--- src/rtl/rr_arbiter_n.sv ---
// rr_arbiter_n: N-channel arbiter with a one-entry registered output stage.
// Selects one requesting producer per cycle, either by fixed priority
// (highest index wins) or by round-robin. The winning beat is captured into
// an output register that the single consumer drains under backpressure.
//
// Handshake: every interface uses strict valid/ready. A beat moves on a
// rising edge exactly when valid and ready are both high in that cycle. Valid
// never waits on ready. o_ready is a combinational function of i_valid,
// i_ready and internal state, and it never feeds back into any input.
module rr_arbiter_n #(
  parameter int N_CH   = 4,
  parameter int DATA_W = 16,
  parameter int MODE   = 1,
  parameter int CH_W   = (N_CH > 1) ? $clog2(N_CH) : 1
) (
  input  logic                   i_clk,
  input  logic                   i_reset,
  input  logic [N_CH-1:0]        i_valid,
  input  logic [N_CH*DATA_W-1:0] i_data,
  output logic [N_CH-1:0]        o_ready,
  output logic                   o_valid,
  output logic [DATA_W-1:0]      o_data,
  output logic [CH_W-1:0]        o_ch,
  input  logic                   i_ready
);

  // The output register can take a new beat when it is empty or being drained.
  logic              load;
  logic              any_valid;
  logic [CH_W-1:0]   winner;
  logic [DATA_W-1:0] win_data;
  // Round-robin pointer: the channel granted most recently.
  logic [CH_W-1:0]   last;

  assign load      = ~o_valid | i_ready;
  assign any_valid = |i_valid;

  // Winner selection. Fixed priority picks the highest asserted index.
  // Round-robin picks the asserted channel with the smallest ascending
  // distance from last+1, wrapping at N_CH. The index does not need to be a
  // power of two.
  always_comb begin
    int d;
    int best_d;
    winner = '0;
    d      = 0;
    best_d = N_CH;
    if (MODE == 0) begin
      for (int k = 0; k < N_CH; k++) begin
        if (i_valid[k]) winner = CH_W'(k);
      end
    end else begin
      for (int k = 0; k < N_CH; k++) begin
        d = k - int'(last) - 1;
        if (d < 0) d = d + N_CH;
        if (i_valid[k] && (d < best_d)) begin
          best_d = d;
          winner = CH_W'(k);
        end
      end
    end
  end

  // Data mux for the winning channel.
  always_comb begin
    win_data = '0;
    for (int k = 0; k < N_CH; k++) begin
      if (winner == CH_W'(k)) win_data = i_data[k*DATA_W +: DATA_W];
    end
  end

  // Grant is one-hot or zero. It is only given when the output stage can load.
  always_comb begin
    o_ready = '0;
    for (int k = 0; k < N_CH; k++) begin
      o_ready[k] = load & i_valid[k] & (winner == CH_W'(k));
    end
  end

  // Output register. It loads the winner, or empties when nothing is
  // requested. Data and channel hold while empty.
  always_ff @(posedge i_clk or posedge i_reset) begin
    if (i_reset) begin
      o_valid <= 1'b0;
      o_data  <= '0;
      o_ch    <= '0;
    end else if (load) begin
      if (any_valid) begin
        o_valid <= 1'b1;
        o_data  <= win_data;
        o_ch    <= winner;
      end else begin
        o_valid <= 1'b0;
      end
    end
  end

  generate
    if (MODE == 1) begin : g_rr_ptr
      // The pointer advances only on an accepted input transfer. Reset
      // points it at the last channel, so the first search starts at 0.
      always_ff @(posedge i_clk or posedge i_reset) begin
        if (i_reset) begin
          last <= CH_W'(N_CH - 1);
        end else if (load && any_valid) begin
          last <= winner;
        end
      end
    end else begin : g_fixed_ptr
      assign last = CH_W'(N_CH - 1);
    end
  endgenerate

endmodule

--- config.mk ---
export PLATFORM = sky130hd
export DESIGN_NAME = rr_arbiter_n
export DESIGN_NICKNAME = d
export VERILOG_FILES = /design/src/rtl/rr_arbiter_n.sv
export SDC_FILE = /design/constraint.sdc
export NUM_CORES = 1
export LEC_CHECK = 0
export CORE_ASPECT_RATIO = 1.5
export CORE_UTILIZATION = 41
export CTS_CLUSTER_SIZE = 25
export DETAILED_ROUTE_END_ITERATION = 7
export PLACE_DENSITY_LB_ADDON = 0.3
export SLEW_MARGIN = 40
export SYNTH_ARGS = -nofsm -noshare
export SYNTH_HDL_FRONTEND = slang
export SYNTH_SLANG_ARGS = --single-unit
--- constraint.sdc ---
create_clock -name i_clk -period 5.2 [get_ports i_clk]
set_input_delay 0.78 -clock i_clk [delete_from_list [all_inputs] [get_ports i_clk]]
set_output_delay 0.78 -clock i_clk [all_outputs]
set_load 0.02 [all_outputs]
[After elaboration in Yosys (flattened, before gate mapping)]
Index checks and enable logic that the tools add are counted.
Operators by class
  add/subtract/negate cells: 12
  $mul: 0
  div/mod/pow operators: 0
  order comparisons: 8
  eq/ne operators: 3
  shifts and indexed selects: 0
  mux-type cells: 15
  bitwise operators: 10
  reduce and logical (&&, ||, !) cells: 8
Operators with widths (count)
  $mux 32: 7
  $lt 32x32->1: 3
  $mux 16: 4
  $lt 32x4->1 const B: 1
  $add 4x4->5 const B: 4
  $lt 4x1->1 const B: 4
  $sub 3x2->4 const B: 4
  $and 1x1->1: 8
  $sub 1x2->3 const A: 2
  $sub 2x2->3 const A: 2
  $logic_and 1x1->1: 5
  $eq 2x2->1 const B: 2
  $mux 2: 2
  $reduce_or 4->1: 1
  $eq 2x1->1 const B: 1
  $logic_not 2->1: 1
  $mux 1: 2
  $reduce_and 2->1: 1
  $not 1->1: 1
  $or 1x1->1: 1
Storage, ports and cells
  register bits: 21
  latch bits: 0
  memory bits (writable): 0
  memory bits (read-only): 0
  bits of input ports: 71
  logic and storage cells: 60
  memories kept: 0

[Depth between registers and ports, before layout]
  word-level depth: 21
  mapped depth: 20
  gate-level depth less buffers: 19

[Least setup slack after synthesis]
Ideal clock, no wire load.
  path kind: reg2out
  from: register last[0]
  to: output port o_ready[1]
  arrival time: 3995 ps
  data required time: 4420 ps
  slack: 425 ps
  cell stages (with the launch flop): 18
  buffers on the path: 1
  cell sequence: dfstp_2 > inv_1 > ha_1 > xor2_1 > inv_1 > ha_1 > inv_1 > ha_1 > o211ai_1 > o2111a_2 > nor2_1 > o21ai_0 > ha_1 > inv_1 > o31ai_2 > a211oi_2 > clkbuf_1 > nor3_1
Between the ends
  word-level cells in the longest chain between the ends: 18
  elaborated cells between the ends (all ways): 36
  classes of those cells: 12 x add/sub; 8 x order compare; 1 x eq/ne; 10 x mux; 1 x bitwise; 4 x reduce/logical
RTL lines
  from (decl): line 33  | logic [CH_W-1:0] last;
  from (signal assigned): line 104  | last <= CH_W'(N_CH - 1);
  from (signal assigned): line 106  | last <= winner;
  $sub 1x2->3: line 54  | d = k - int'(last) - 1;
  $sub 3x2->4: line 54
  $add 4x4->5 or $lt 4x1->1 (tied branches): line 55  | if (d < 0) d = d + N_CH;
  $mux 32: line 55
  $lt 32x4->1: line 56  | if (i_valid[k] && (d < best_d)) begin
  $logic_and 1x1->1: line 56
  $mux 32: line 56
  $lt 32x32->1: line 56
  (+2 left out)
  $lt 32x32->1: line 56
  $logic_and 1x1->1: line 56
  $mux 32: line 56
  $lt 32x32->1: line 56
  $logic_and 1x1->1: line 56
  $mux 2 *: line 56
  $eq 2x1->1 *: line 76  | o_ready[k] = load & i_valid[k] & (winner == CH_W'(k));
  $and 1x1->1 *: line 76
  to (decl): line 20  | output logic [N_CH-1:0] o_ready,
Mark *: on every way between the ends. The rest lies on a longest branch, timed or not.

[Final worst setup path]
  from: input port i_valid[0]
  to: output port o_ready[2]
Between the ends
  word-level cells in the longest chain between the ends: 13
  elaborated cells between the ends (all ways): 15
  classes of those cells: 3 x order compare; 1 x eq/ne; 6 x mux; 1 x bitwise; 4 x reduce/logical
RTL lines
  from (decl): line 18  | input logic [N_CH-1:0] i_valid,
  $logic_and 1x1->1 *: line 56
  $mux 32 *: line 56
  $lt 32x32->1: line 56
  $logic_and 1x1->1: line 56
  $mux 32: line 56
  $lt 32x32->1: line 56
  $logic_and 1x1->1: line 56
  $mux 32: line 56
  $lt 32x32->1: line 56
  $logic_and 1x1->1: line 56
  $mux 2 *: line 56
  $eq 2x2->1 *: line 76
  $and 1x1->1 *: line 76
Marked as above.

==> impl_metrics.csv <==
group,metric,value,unit
worst_hold_path,hp-class,"reg2reg",
place,portBuffers,93,
pwr,cellLeakagePower,1.20,nW
clock_tree,htreeDepth,1,
floorplan,placement_rows,30,
worst_hold_path,hold_path_depth,2,
setup_path,cp_common_cell,"nor2_1",
setup_path,regToRegEndpoint,"o_data[8]",
drt,vias,2139,
finish,area_delta_synth_final,56.7,%
worst_hold_path,hold_path_startpoint,"o_data[0]",
clock_tree,cts_buffers,3,
finish,nNetsFinal,417,
setup_path,critPathMaxFanout,3,
timing,max_freq,198,MHz
grt,grt_pass1_wl,10200,um
setup_path,slowest_delay,0.49,ns
grt,antenna_found_initial,0,
setup_path,crit_family,"compound AO/OA/AOI/OAI gates",
setup_path,worstReg2RegStart,"last[0]",
setup_path,cp.required,4.42,ns
place,dp_cells,397,
clock_tree,path_clk_slew,0.08,ns
timing,setup_violations,0,
drt,remaining_drc_errors,0,
clock_tree,hold_buffers,0,
drt,drt_first_pass_iters,4,
timing,slew-limit-headroom,52.0,%
timing,tns,0,ns
synthesis,synth_top_flop_cell,"dfrtp_1",
floorplan,ios,94,
grt,grtUsageTotal,26.2,%
clock_tree,clock_path_buffers,2,
synthesis,synth_cell_types,47,
timing,hold_viol,0,
synthesis,synth-edff-count,0,
setup_path,reg2reg_slack,0.49,ns
drt,routed_wl,6400,um
run_status,status,"completed",
drt,wire_per_inst,16.0,um
synthesis,ys_ff_latch,21,
place,gp_congestion,0.910,
grt,grt_max_degree,33,
drt,drt-initial-drc-count,78,
synthesis,mappedNetlistArea,1960,um2
synthesis,ys_async_sr_fraction,100,%
pwr,power,2.57,mW
finish,drive_gt1_share,15.4,%
synthesis,yosysWarningCount,0,
timing,skew,0.00556,ns
floorplan,dieArea,5060,um2
grt,grt_overflow,0,
clock_tree,cts_tree,"yes",
grt,grt_pass1_vias,2189,
drt,via_per_inst,5.33,
finish,final_cells,401,
worst_hold_path,hold_path_end,"o_data[0]",
timing,worst_hold_slack,0.493,ns
run,maxCapViolCount,0,
setup_path,arrival,4.26,ns
finish,diodes,0,
timing,worstMarginPinSlew,0.720,ns
floorplan,die_y,86.6,um
pwr,ir_worst_vdd,0.368,mV
synthesis,syn-instance-count,237,
timing,final_max_slew_viol_count,0,
setup_path,cp_cell_sequence,"clkdlybuf4s50_1, mux2i_1, nor2_1, a31oi_1, ha_1, o211ai_1, o2111a_2, nor2_1, o21ai_0, ha_1, a21oi_1, o31ai_2, buf_4, a2111oi_4, nor2_1, and3_1, dlygate4sd2_1",
synthesis,seq_area_frac_synth,27.0,%
drt,ant_nets,0,
setup_path,crit_slowest_cell,"clkdlybuf4s50_1",
timing,layout_setup_ws,0.158,ns
place,place_ws,-0.105,ns
timing,rsz0062_at_grt,"true",
clock_tree,clkLatencyLatePin,0.26,ns
clock_tree,cts.sinks,21,
setup_path,critPathCaptureType,"output port",
timing,finalCritPeriodShare,97.0,%
timing,period_needed,5.04,ns
pwr,power_density,838,nW/um2
synthesis,syn_area_per_cell,8.26,um2
setup_path,worstSetupStartpointType,"input pin",
setup_path,startpoint,"i_valid[0]",
floorplan,start_util,43.1,%
setup_path,critPathKind,"in2out",
setup_path,ff2ff_path_depth,21,
clock_tree,cts-root-buf,"clkbuf_8",
floorplan,fp.coreArea,4540,um2
floorplan,die_w,58.4,um
clock_tree,cts_setup_buffers,0,
place,dp_hpwl,4900,um
setup_path,worstPathBufferInverterCount,3,
[registers in the layout (all words and copies together) (netlist names)]
| signal | flops |
|---|---|
| last | 2 |
| o_ch | 2 |
| o_data | 16 |
| o_valid | 1 |
[synth_stat cells (2+ instances only)]
master,count,area (um2)
nand2_1,36,135
nor3b_1,24,180
o21ai_0,23,115
dfrtp_1,19,475
nor3_1,18,90.1
nor4_1,15,93.8
o21ai_1,12,60.1
inv_1,9,33.8
nor3b_2,9,113
ha_1,8,100
nor2_1,8,30.0
clkbuf_1,7,26.3
buf_2,5,25.0
a21oi_1,4,20.0
a21boi_0,2,15.0
and3_1,2,12.5
buf_6,2,22.5
dfstp_2,2,52.6
nand3_1,2,10.0
nor2b_1,2,12.5
o211ai_1,2,15.0
[per-layer routing]
metal	vias to the layer above	share of wire (%)	GRT usage, %
met4	0	1.7	7.79
met2	89	55	48.5
met5	-	0	0
li1	1070	-	-
met3	8	5.3	5.67
met1	972	38	29.3
[through the flow]
stage | util, % | instance area [um2]
2_1_floorplan | - | 1960
3_3_place_gp | 66.5 | 3020
3_5_place_dp | 66.5 | 3020
4_1_cts | 67.4 | 3060
5_1_grt | 67.6 | 3070
6_report | 67.6 | 3070
[worst max-delay path by stage]
stage / endpoint / slack (ns) / depth (start not counted)
6_report: o_ready[2] / 0.16 / 17
5_1_grt: o_ready[2] / -0.06 / 18
4_1_cts: o_ready[1] / 0.12 / 19
3_5_place_dp: o_ready[1] / -0.11 / 17
3_3_place_gp: o_ready[1] / -0.08 / 17
2_1_floorplan: o_ready[1] / 0.43 / 17
[cell families (layout without fill, tap and decap cells)]
logic type,after synthesis,count (layout),synth area share [%]
simple gates,124,124,38.4
compound gates,56,56,21.7
buf+inv,24,123,6.26
flops,21,21,27.0
fa+ha+maj,8,8,5.11
xor+xnor,2,2,0.895
other cells,1,2,0.192
mux,1,1,0.511
[worst register-to-register path, delay by kind of cell (launching register included)]
family / cells / cell delay, ns
AND/OR/NAND/NOR: 3 / 0.74
buffers and inverters: 6 / 0.83
adder cells (fa/ha/maj): 4 / 1.14
AO/OA/AOI/OAI: 7 / 1.17
XOR/XNOR: 1 / 0.16
flip-flops: 1 / 0.55
[layout make-up]
| type | count | area (um2) |
|---|---|---|
| Inverter | 9 | 33.8 |
| Clock buffer | 3 | 41.3 |
| Tap cell | 64 | 80.1 |
| Timing Repair Buffer | 110 | 1050 |
| Fill cell | 379 | 1470 |
| Sequential cell | 21 | 528 |
| Multi-Input combinational cell | 193 | 1340 |
| Clock inverter | 1 | 5.00 |
[where the power goes]
part           leakage, nW  internal, mW  total (mW)  switching (mW)
registers            0.250         0.253       0.300          0.0468
logic                0.920         0.893        2.17            1.27
clock network       0.0255        0.0533       0.104          0.0509
[what timing repair did]
| action | in CTS | in global routing |
|---|---|---|
| pin swaps | 0 | 1 |
| endpoints found under the setup margin | 4 | 4 |
| resized for setup | 4 | 7 |
[cells in the final DEF (no fill, tap or decap), types with 3 or more instances in the layout]
cell | Yosys | routed
clkdlybuf4s50_1 | 0 | 89
nand2_1 | 36 | 36
nor3b_1 | 24 | 24
o21ai_0 | 23 | 23
dfrtp_1 | 19 | 19
nor3_1 | 18 | 18
buf_4 | 0 | 17
nor4_1 | 15 | 15
o21ai_1 | 12 | 12
inv_1 | 9 | 8
nor3b_2 | 9 | 8
ha_1 | 8 | 8
nor2_1 | 8 | 7
a21oi_1 | 4 | 4
clkbuf_8 | 0 | 3
Note: power is estimated with default switching activity, not from simulation.
